## src/rtl/if_stage.sv

```systemverilog
// Instruction fetch stage: PC, single-outstanding SRAM-like fetch, one-entry decode buffer.
// Optional build macro: IF_PERF_CNT_EN adds perf_fetch_cnt / perf_stall_cnt outputs.
module if_stage #(
    parameter int unsigned            ADDR_W   = 32,
    parameter logic [ADDR_W-1:0]      RESET_PC = ADDR_W'(32'hBFC0_0000)
) (
    input  logic              clk,
    input  logic              resetn,
    output logic              inst_sram_req,
    output logic [ADDR_W-1:0] inst_sram_addr,
    input  logic              inst_sram_addr_ok,
    input  logic              inst_sram_data_ok,
    input  logic [31:0]       inst_sram_rdata,
    output logic              id_valid,
    input  logic              id_ready,
    output logic [31:0]       id_inst,
    output logic [ADDR_W-1:0] id_pc,
    input  logic              redirect_valid,
    input  logic [ADDR_W-1:0] redirect_target
`ifdef IF_PERF_CNT_EN
    ,
    output logic [31:0]       perf_fetch_cnt,
    output logic [31:0]       perf_stall_cnt
`endif
);

    localparam int unsigned INST_W = 32;

    typedef enum logic [1:0] {
        BOOT = 2'd0,
        REQ  = 2'd1,
        WAIT = 2'd2,
        HOLD = 2'd3
    } state_t;

    state_t              state;
    state_t              state_nxt;
    logic [ADDR_W-1:0]   pc;
    logic [ADDR_W-1:0]   pc_nxt;
    logic                discard;
    logic                discard_nxt;
    logic                req_nxt;
    logic                id_valid_nxt;
    logic [INST_W-1:0]   id_inst_nxt;
    logic [ADDR_W-1:0]   id_pc_nxt;
    logic [ADDR_W-1:0]   target;

    // Redirect targets are word aligned; the low two bits are dropped.
    assign target = redirect_target & ~ADDR_W'(3);

    assign inst_sram_addr = pc;

    // State register.
    always_ff @(posedge clk or negedge resetn) begin
        if (!resetn) begin
            state <= BOOT;
        end else begin
            state <= state_nxt;
        end
    end

    // Next-state logic.
    always_comb begin
        state_nxt = state;
        case (state)
            BOOT: state_nxt = REQ;
            REQ: begin
                if (inst_sram_addr_ok) state_nxt = WAIT;
            end
            WAIT: begin
                if (inst_sram_data_ok) begin
                    state_nxt = (discard || redirect_valid) ? REQ : HOLD;
                end
            end
            HOLD: begin
                if (redirect_valid || id_ready) state_nxt = REQ;
            end
            default: state_nxt = BOOT;
        endcase
    end

    // Next values of the PC, discard flag and registered outputs.
    always_comb begin
        pc_nxt       = pc;
        discard_nxt  = discard;
        id_valid_nxt = id_valid;
        id_inst_nxt  = id_inst;
        id_pc_nxt    = id_pc;
        req_nxt      = (state_nxt == REQ);
        case (state)
            REQ: begin
                if (redirect_valid) begin
                    pc_nxt = target;
                    // Request already accepted for the old PC: its data must be dropped.
                    if (inst_sram_addr_ok) discard_nxt = 1'b1;
                end
            end
            WAIT: begin
                if (redirect_valid) pc_nxt = target;
                if (inst_sram_data_ok) begin
                    if (discard || redirect_valid) begin
                        discard_nxt = 1'b0;
                    end else begin
                        id_valid_nxt = 1'b1;
                        id_inst_nxt  = inst_sram_rdata;
                        id_pc_nxt    = pc;
                    end
                end else if (redirect_valid) begin
                    discard_nxt = 1'b1;
                end
            end
            HOLD: begin
                if (redirect_valid) begin
                    id_valid_nxt = 1'b0;
                    pc_nxt       = target;
                end else if (id_ready) begin
                    id_valid_nxt = 1'b0;
                    pc_nxt       = pc + ADDR_W'(4);
                end
            end
            default: ;
        endcase
    end

    // Datapath and output registers.
    always_ff @(posedge clk or negedge resetn) begin
        if (!resetn) begin
            pc            <= RESET_PC;
            discard       <= 1'b0;
            inst_sram_req <= 1'b0;
            id_valid      <= 1'b0;
            id_inst       <= '0;
            id_pc         <= '0;
        end else begin
            pc            <= pc_nxt;
            discard       <= discard_nxt;
            inst_sram_req <= req_nxt;
            id_valid      <= id_valid_nxt;
            id_inst       <= id_inst_nxt;
            id_pc         <= id_pc_nxt;
        end
    end

`ifdef IF_PERF_CNT_EN
    // Accepted-instruction and fetch-stall counters, free-running with wrap.
    always_ff @(posedge clk or negedge resetn) begin
        if (!resetn) begin
            perf_fetch_cnt <= '0;
            perf_stall_cnt <= '0;
        end else begin
            if (id_valid && id_ready) perf_fetch_cnt <= perf_fetch_cnt + 32'd1;
            if ((state == REQ || state == WAIT) && !id_valid) perf_stall_cnt <= perf_stall_cnt + 32'd1;
        end
    end
`endif

endmodule

```

## config.mk

```make
export PLATFORM = sky130hd
export DESIGN_NAME = if_stage
export DESIGN_NICKNAME = d
export VERILOG_FILES = /design/src/rtl/if_stage.sv
export SDC_FILE = /design/constraint.sdc
export NUM_CORES = 1
export LEC_CHECK = 0
export ABC_AREA = 1
export BUFFER_PORTS_ARGS = -buffer_cell sky130_fd_sc_hd__buf_4
export CORE_MARGIN = 4
export CORE_UTILIZATION = 46
export DETAILED_ROUTE_END_ITERATION = 6
export MAX_ROUTING_LAYER = met4
export PLACE_DENSITY_LB_ADDON = 0.15
export SLEW_MARGIN = 15
export SYNTH_ARGS = -nofsm -noshare
export SYNTH_HDL_FRONTEND = slang
export SYNTH_SLANG_ARGS = --single-unit
```

## constraint.sdc

```tcl
create_clock -name clk -period 1.6 [get_ports clk]
set_input_delay 0.32 -clock clk [delete_from_list [all_inputs] [get_ports clk]]
set_output_delay 0.32 -clock clk [all_outputs]
set_load 0.1 [all_outputs]
```

Word-level counts from Yosys, hierarchy flattened
Index checks and enable logic that the tools add are counted.
{"block": "word_totals", "register_bits": 101, "inputBits": 70, "out_inout_bits": 98, "word_cells": 52}
{"block": "op_classes", "add_sub_neg": 1, "eq_ne": 12, "muxes": 20, "bitwise": 1, "n_reduce_logical": 11}
{"op": "$mux 32", "count": 3}
{"op": "$pmux 32 s2", "count": 1}
{"op": "$add 32x3->32 const B", "count": 1}
{"op": "$mux 1", "count": 9}
{"op": "$ne 3x3->1 const B", "count": 3}
{"op": "$mux 2", "count": 4}
{"op": "$ne 2x2->1 const B", "count": 4}
{"op": "$pmux 2 s4", "count": 1}
{"op": "$reduce_and 3->1", "count": 2}
{"op": "$reduce_bool 2->1", "count": 3}
{"op": "$reduce_and 5->1", "count": 1}
{"op": "$eq 2x1->1 const B", "count": 2}
{"op": "$eq 2x2->1 const B", "count": 2}
{"op": "$pmux 1 s2", "count": 2}
{"op": "$reduce_and 4->1", "count": 1}
{"op": "$logic_not 2->1", "count": 1}
{"op": "$logic_or 1x1->1", "count": 2}
{"op": "$ne 2x1->1 const B", "count": 1}
{"op": "$reduce_or 2->1", "count": 1}
{"op": "$not 1->1", "count": 1}

Longest topological paths before layout
{"block": "depth", "ltp_word": 5, "mapped_depth": 11, "ltp_nobuf": 10}

Worst setup path after synthesis
No wires, ideal clock.
{"block": "synth_timing", "path_kind": "register to register", "start": "reg pc[3] (netlist: inst_sram_addr[3])", "end": "reg pc[14] (netlist: inst_sram_addr[14])", "setup_time_ps": 113, "arrival_time_ps": 2008, "required_ps": 1487, "slack_ps": -521, "stages_incl_launch_ff": 11, "n_path_buf": 0, "period_less_slack_ps": 2121, "cell_sequence": "dfrtp_1 ha_1 inv_1 nor2_4 nand2_2 nor2_2 nand3_1 o21ai_1 nand2_1 nand2_1 inv_1"}
{"block": "synth_between", "elab_chain_cells": 4}
{"item": "start: declaration", "line": "38", "rtl": "logic [ADDR_W-1:0] pc;"}
{"item": "start signal: assignment", "line": "135", "rtl": "pc <= pc_nxt;"}
{"item": "$add 32x3->32", "line": "118", "rtl": "pc_nxt = pc + ADDR_W'(4);"}
{"item": "$mux 32", "line": "116", "rtl": "end else if (id_ready) begin"}
{"item": "$mux 32", "line": "113", "rtl": "if (redirect_valid) begin"}
{"item": "$pmux 32 s2", "line": "90", "rtl": "case (state)"}
Every way passes these cells. The select of a mux whose other input is x is not followed.
A chain may end at the register's enable or synchronous reset.

Worst setup path in the final report
{"block": "layout_timing", "start": "reg state[0]", "end": "reg pc[20] (netlist: inst_sram_addr[20])"}
{"block": "layout_between", "elab_chain_cells": 4, "word_cells_on_any_way": 9, "classes_between": "eq/ne: 5; mux: 1; reduce/logical: 3"}
{"item": "start: declaration", "line": "36", "rtl": "state_t state;"}
{"item": "start signal: assignment", "line": "58", "rtl": "state <= state_nxt;"}
{"item": "$eq 2x2->1 / $eq 2x1->1 (equally long branches)", "line": "90"}
{"item": "$reduce_or 2->1 (no line)"}
{"item": "$ne 2x1->1 (no line) / $reduce_bool 2->1 (equally long branches)"}
{"item": "$reduce_and 3->1 (no line)"}
Parallel ways exist; a longest one is shown, timed or not.

==> metrics.md <==
| Metric | Value |
|---|---|
| Status | finished with violations |
| Failing checks | negative setup slack |
| Num ports | 168 |
| Biggest area consumer among synthesized cells | dfrtp_1 |
| Die width | 113 um |
| CTS Sinks | 97 |
| Die height | 113 um |
| Synth Instances | 616 |
| Reg-to-Reg Start | state[0]$_DFF_PN0_ |
| Vias in the first global route | 4778 |
| Starting Density | 47.1% |
| DR iter-0 viols | 313 |
| Max-cap violations | 0 |
| H-tree lvl count | 3 |
| Global Route met1 Usage | 32.0% |
| Hold crit path type | primary input to flip-flop |
| Yosys top cell area share | 43.1% |
| Synth Cell Area | 5110 um^2 |
| Overall routing resource usage | 23.9% |
| Post-synth EDFFs | 0 |
| Ys async rst share | 100% |
| Detailed Place HPWL | 10.9 mm |
| CTS Buf Count | 9 |
| TritonRoute pass-1 iters | 5 |
| CP required | 1.86 ns |
| Top post-synthesis cells by area | dfrtp_1 (43%), nand2_1 (13%), mux2_4 (6.8%) |
| GR Overflow Total | 0 |
| #FFs+latches synth | 97 |
| Clock skew | 0.00618 ns |
| Share of cells above drive strength 1 | 42.1% |
| Clock transition at path regs | 0.10 ns |
| Distinct cells, synth | 32 |
| First-pass GRT wire length | 23.9 mm |
| Endpoint type of the worst setup path | flip-flop |
| Endpoints failing hold | 0 |
| Final WS setup | -0.0542 ns |
| IO Port Bufs | 161 |
| CTS tree | yes |
| GRT busiest layer | met2 |
| Worst path bufs/invs | 6 |
| Root buf cell | clkbuf_8 |
| DRC errors left | 0 |
| Core Footprint | 10800 um^2 |
| Setup violations, final | 14 |
| Met3 Track Usage GR | 3.16% |
| Most frequent cell after synthesis | nand2_1 |
| Final worst-path cycle share | 103% |
| Main synth FF type | dfrtp_1 |
| Tmin final | 1.65 ns |
| Area Growth Syn to Fin | 46.8% |
| Vias post-DR | 4849 |
| Finished Cell Area | 7500 um^2 |
| Final GP Congestion | 0.914 |
| Register area share after synthesis | 47.8% |
| Mean area per synthesized cell | 8.29 um^2 |
| Max incr delay on CP | 0.38 ns |
| Register-to-register setup slack | -0.05 ns |
| Yosys Warn Count | 0 |
| WP depth | 10 |
| Fillcell total | 900 |
| R2R Path End | inst_sram_addr[20]$_DFFE_PN0P_ |
| Unrepaired setup endpoints after global routing | true |
| Avg WL per Cell | 16.1 um |
| CP startpoint | state[0]$_DFF_PN0_ |
| FMAX | 0.605 GHz |
| CP max FO | 10 |
| ANT cells | 0 |
| Max Buffers Root-to-Sink | 2 |
| Critical path cell sequence | inv_2 -> ha_4 -> inv_4 -> a22oi_2 -> buf_4 -> inv_8 -> buf_6 -> buf_16 -> nand2_2 -> nand2_1 |
| Pin count of the biggest net entering global routing | 35 |
| Slew Viols, Final | 0 |
| Die footprint | 12900 um^2 |
| Final nets | 887 |
| Worst setup SP type | flip-flop |
| Arr. time, crit path | 1.92 ns |
| Initial antenna violation count | 0 |
| Met2 usage | 38.2% |
| Placed Area | 6700 um^2 |
| Path depth of the worst reg2reg path | 10 |
| Slowest CP cell | dfrtp_1 |
| Worst Setup Path Type | flip-flop to flip-flop |
| Post-DR vias/cell | 5.07 |
| CP endpoint | inst_sram_addr[20]$_DFFE_PN0P_ |
| Rows | 38 |
| Leading cell types by count after synthesis | nand2_1 (182), dfrtp_1 (88), nor2_1 (77), inv_1 (52), o21ai_0 (50) |
| CP top delay family | buffers and inverters |
| Antenna Nets Post-Route | 0 |
| Total Wirelength | 15.4 mm |
| Worst-skew pair later-pin latency | 0.37 ns |
[sequential cells by signal, indices dropped and copies added (netlist names)]
name / count
id_inst: 32
id_valid: 1
inst_sram_req: 1
id_pc: 30
inst_sram_addr: 30
discard: 1
state: 2
[cell families (layout without fill, tap and decap cells)]
group | count (synthesis) | count (layout) | synth area share [%]
AOI/OAI and AO/OA | 78 | 78 | 8.16
xor gates and xnor gates | 2 | 2 | 0.343
adders and majority gates | 5 | 5 | 1.23
buffers and inverters | 82 | 280 | 7.25
DFF | 97 | 97 | 47.8
muxes | 34 | 34 | 9.19
other | 1 | 4 | 0.0734
and+or+nand+nor | 317 | 317 | 26.0
[per-layer routing]
metal	vias to the layer above	wire, um
li1	2351	-
met1	2298	6650
met2	182	7570
met3	18	978
met4	0	222
met5	-	0
[per-stage QoR]
| stage | std cells | hold slack, ns | util (%) | TNS, ns | setup slack [ns] |
|---|---|---|---|---|---|
| 6_report | 957 | 0.177 | 69.2 | -0.319 | -0.0542 |
| 5_1_grt | 957 | 0.166 | 69.2 | -3.09 | -0.121 |
| 4_1_cts | 946 | 0.161 | 65.9 | -0.108 | -0.0326 |
| 3_5_place_dp | 918 | 0.223 | 61.8 | -0.377 | -0.0654 |
| 3_3_place_gp | 918 | 0.220 | 61.8 | -0.0142 | -0.0142 |
| 2_1_floorplan | 619 | 0.0244 | - | -0.00679 | -0.00679 |
[timing repair]
action / CTS / global route
pin swaps: 5 / 9
buffers inserted: 9 / 7
hold endpoints to repair: 17 / 0
hold buffers: 1 / 0
setup endpoints to repair: 37 / 53
gates resized for setup: 36 / 65
cloned: 2 / 4
[cells in the final DEF (no fill, tap or decap), types with 3 or more instances in the layout]
| cell | count |
|---|---|
| a21oi_1 | 8 |
| buf_12 | 10 |
| buf_4 | 171 |
| buf_6 | 11 |
| buf_8 | 10 |
| clkbuf_16 | 3 |
| clkbuf_8 | 10 |
| conb_1 | 4 |
| dfrtp_1 | 67 |
| dfrtp_2 | 11 |
| dfrtp_4 | 10 |
| dfstp_4 | 8 |
| ha_4 | 4 |
| inv_1 | 48 |
| inv_2 | 4 |
| inv_4 | 3 |
| mux2_2 | 9 |
| mux2_4 | 25 |
| nand2_1 | 179 |
| nand2_2 | 9 |
| nand3_1 | 30 |
| nor2_1 | 66 |
| nor2_2 | 14 |
| nor2_4 | 11 |
| o21ai_0 | 36 |
| o21ai_1 | 18 |
| o22ai_1 | 5 |
[area by class of cell]
class / instances / area [um^2] / area share [%]
clock inverters: 6 / 65.1 / 0.868
clock buffers: 10 / 138 / 1.84
repair buffers: 208 / 1900 / 25.3
multi-input cells: 440 / 2480 / 33.0
flip-flops and latches: 97 / 2520 / 33.6
inverters: 56 / 225 / 3.00
well taps: 140 / 175 / 2.34
[worst min path at each step]
stage | startpoint | slack, ns | depth (start not counted) | endpoint
global placement | resetn | 0.22 | 1 | id_inst[21]$_DFFE_PN0P_
CTS | inst_sram_rdata[23] | 0.16 | 2 | id_inst[23]$_DFFE_PN0P_
detailed placement | resetn | 0.22 | 1 | id_inst[21]$_DFFE_PN0P_
floorplan | resetn | 0.02 | 0 | discard$_DFFE_PN0P_
finish | inst_sram_rdata[23] | 0.18 | 2 | id_inst[23]$_DFFE_PN0P_
global route | inst_sram_rdata[23] | 0.17 | 2 | id_inst[23]$_DFFE_PN0P_
Power is left out: the tool's default activity adds up to more than one toggle a clock period on the data nets, which glitch-free logic cannot reach.
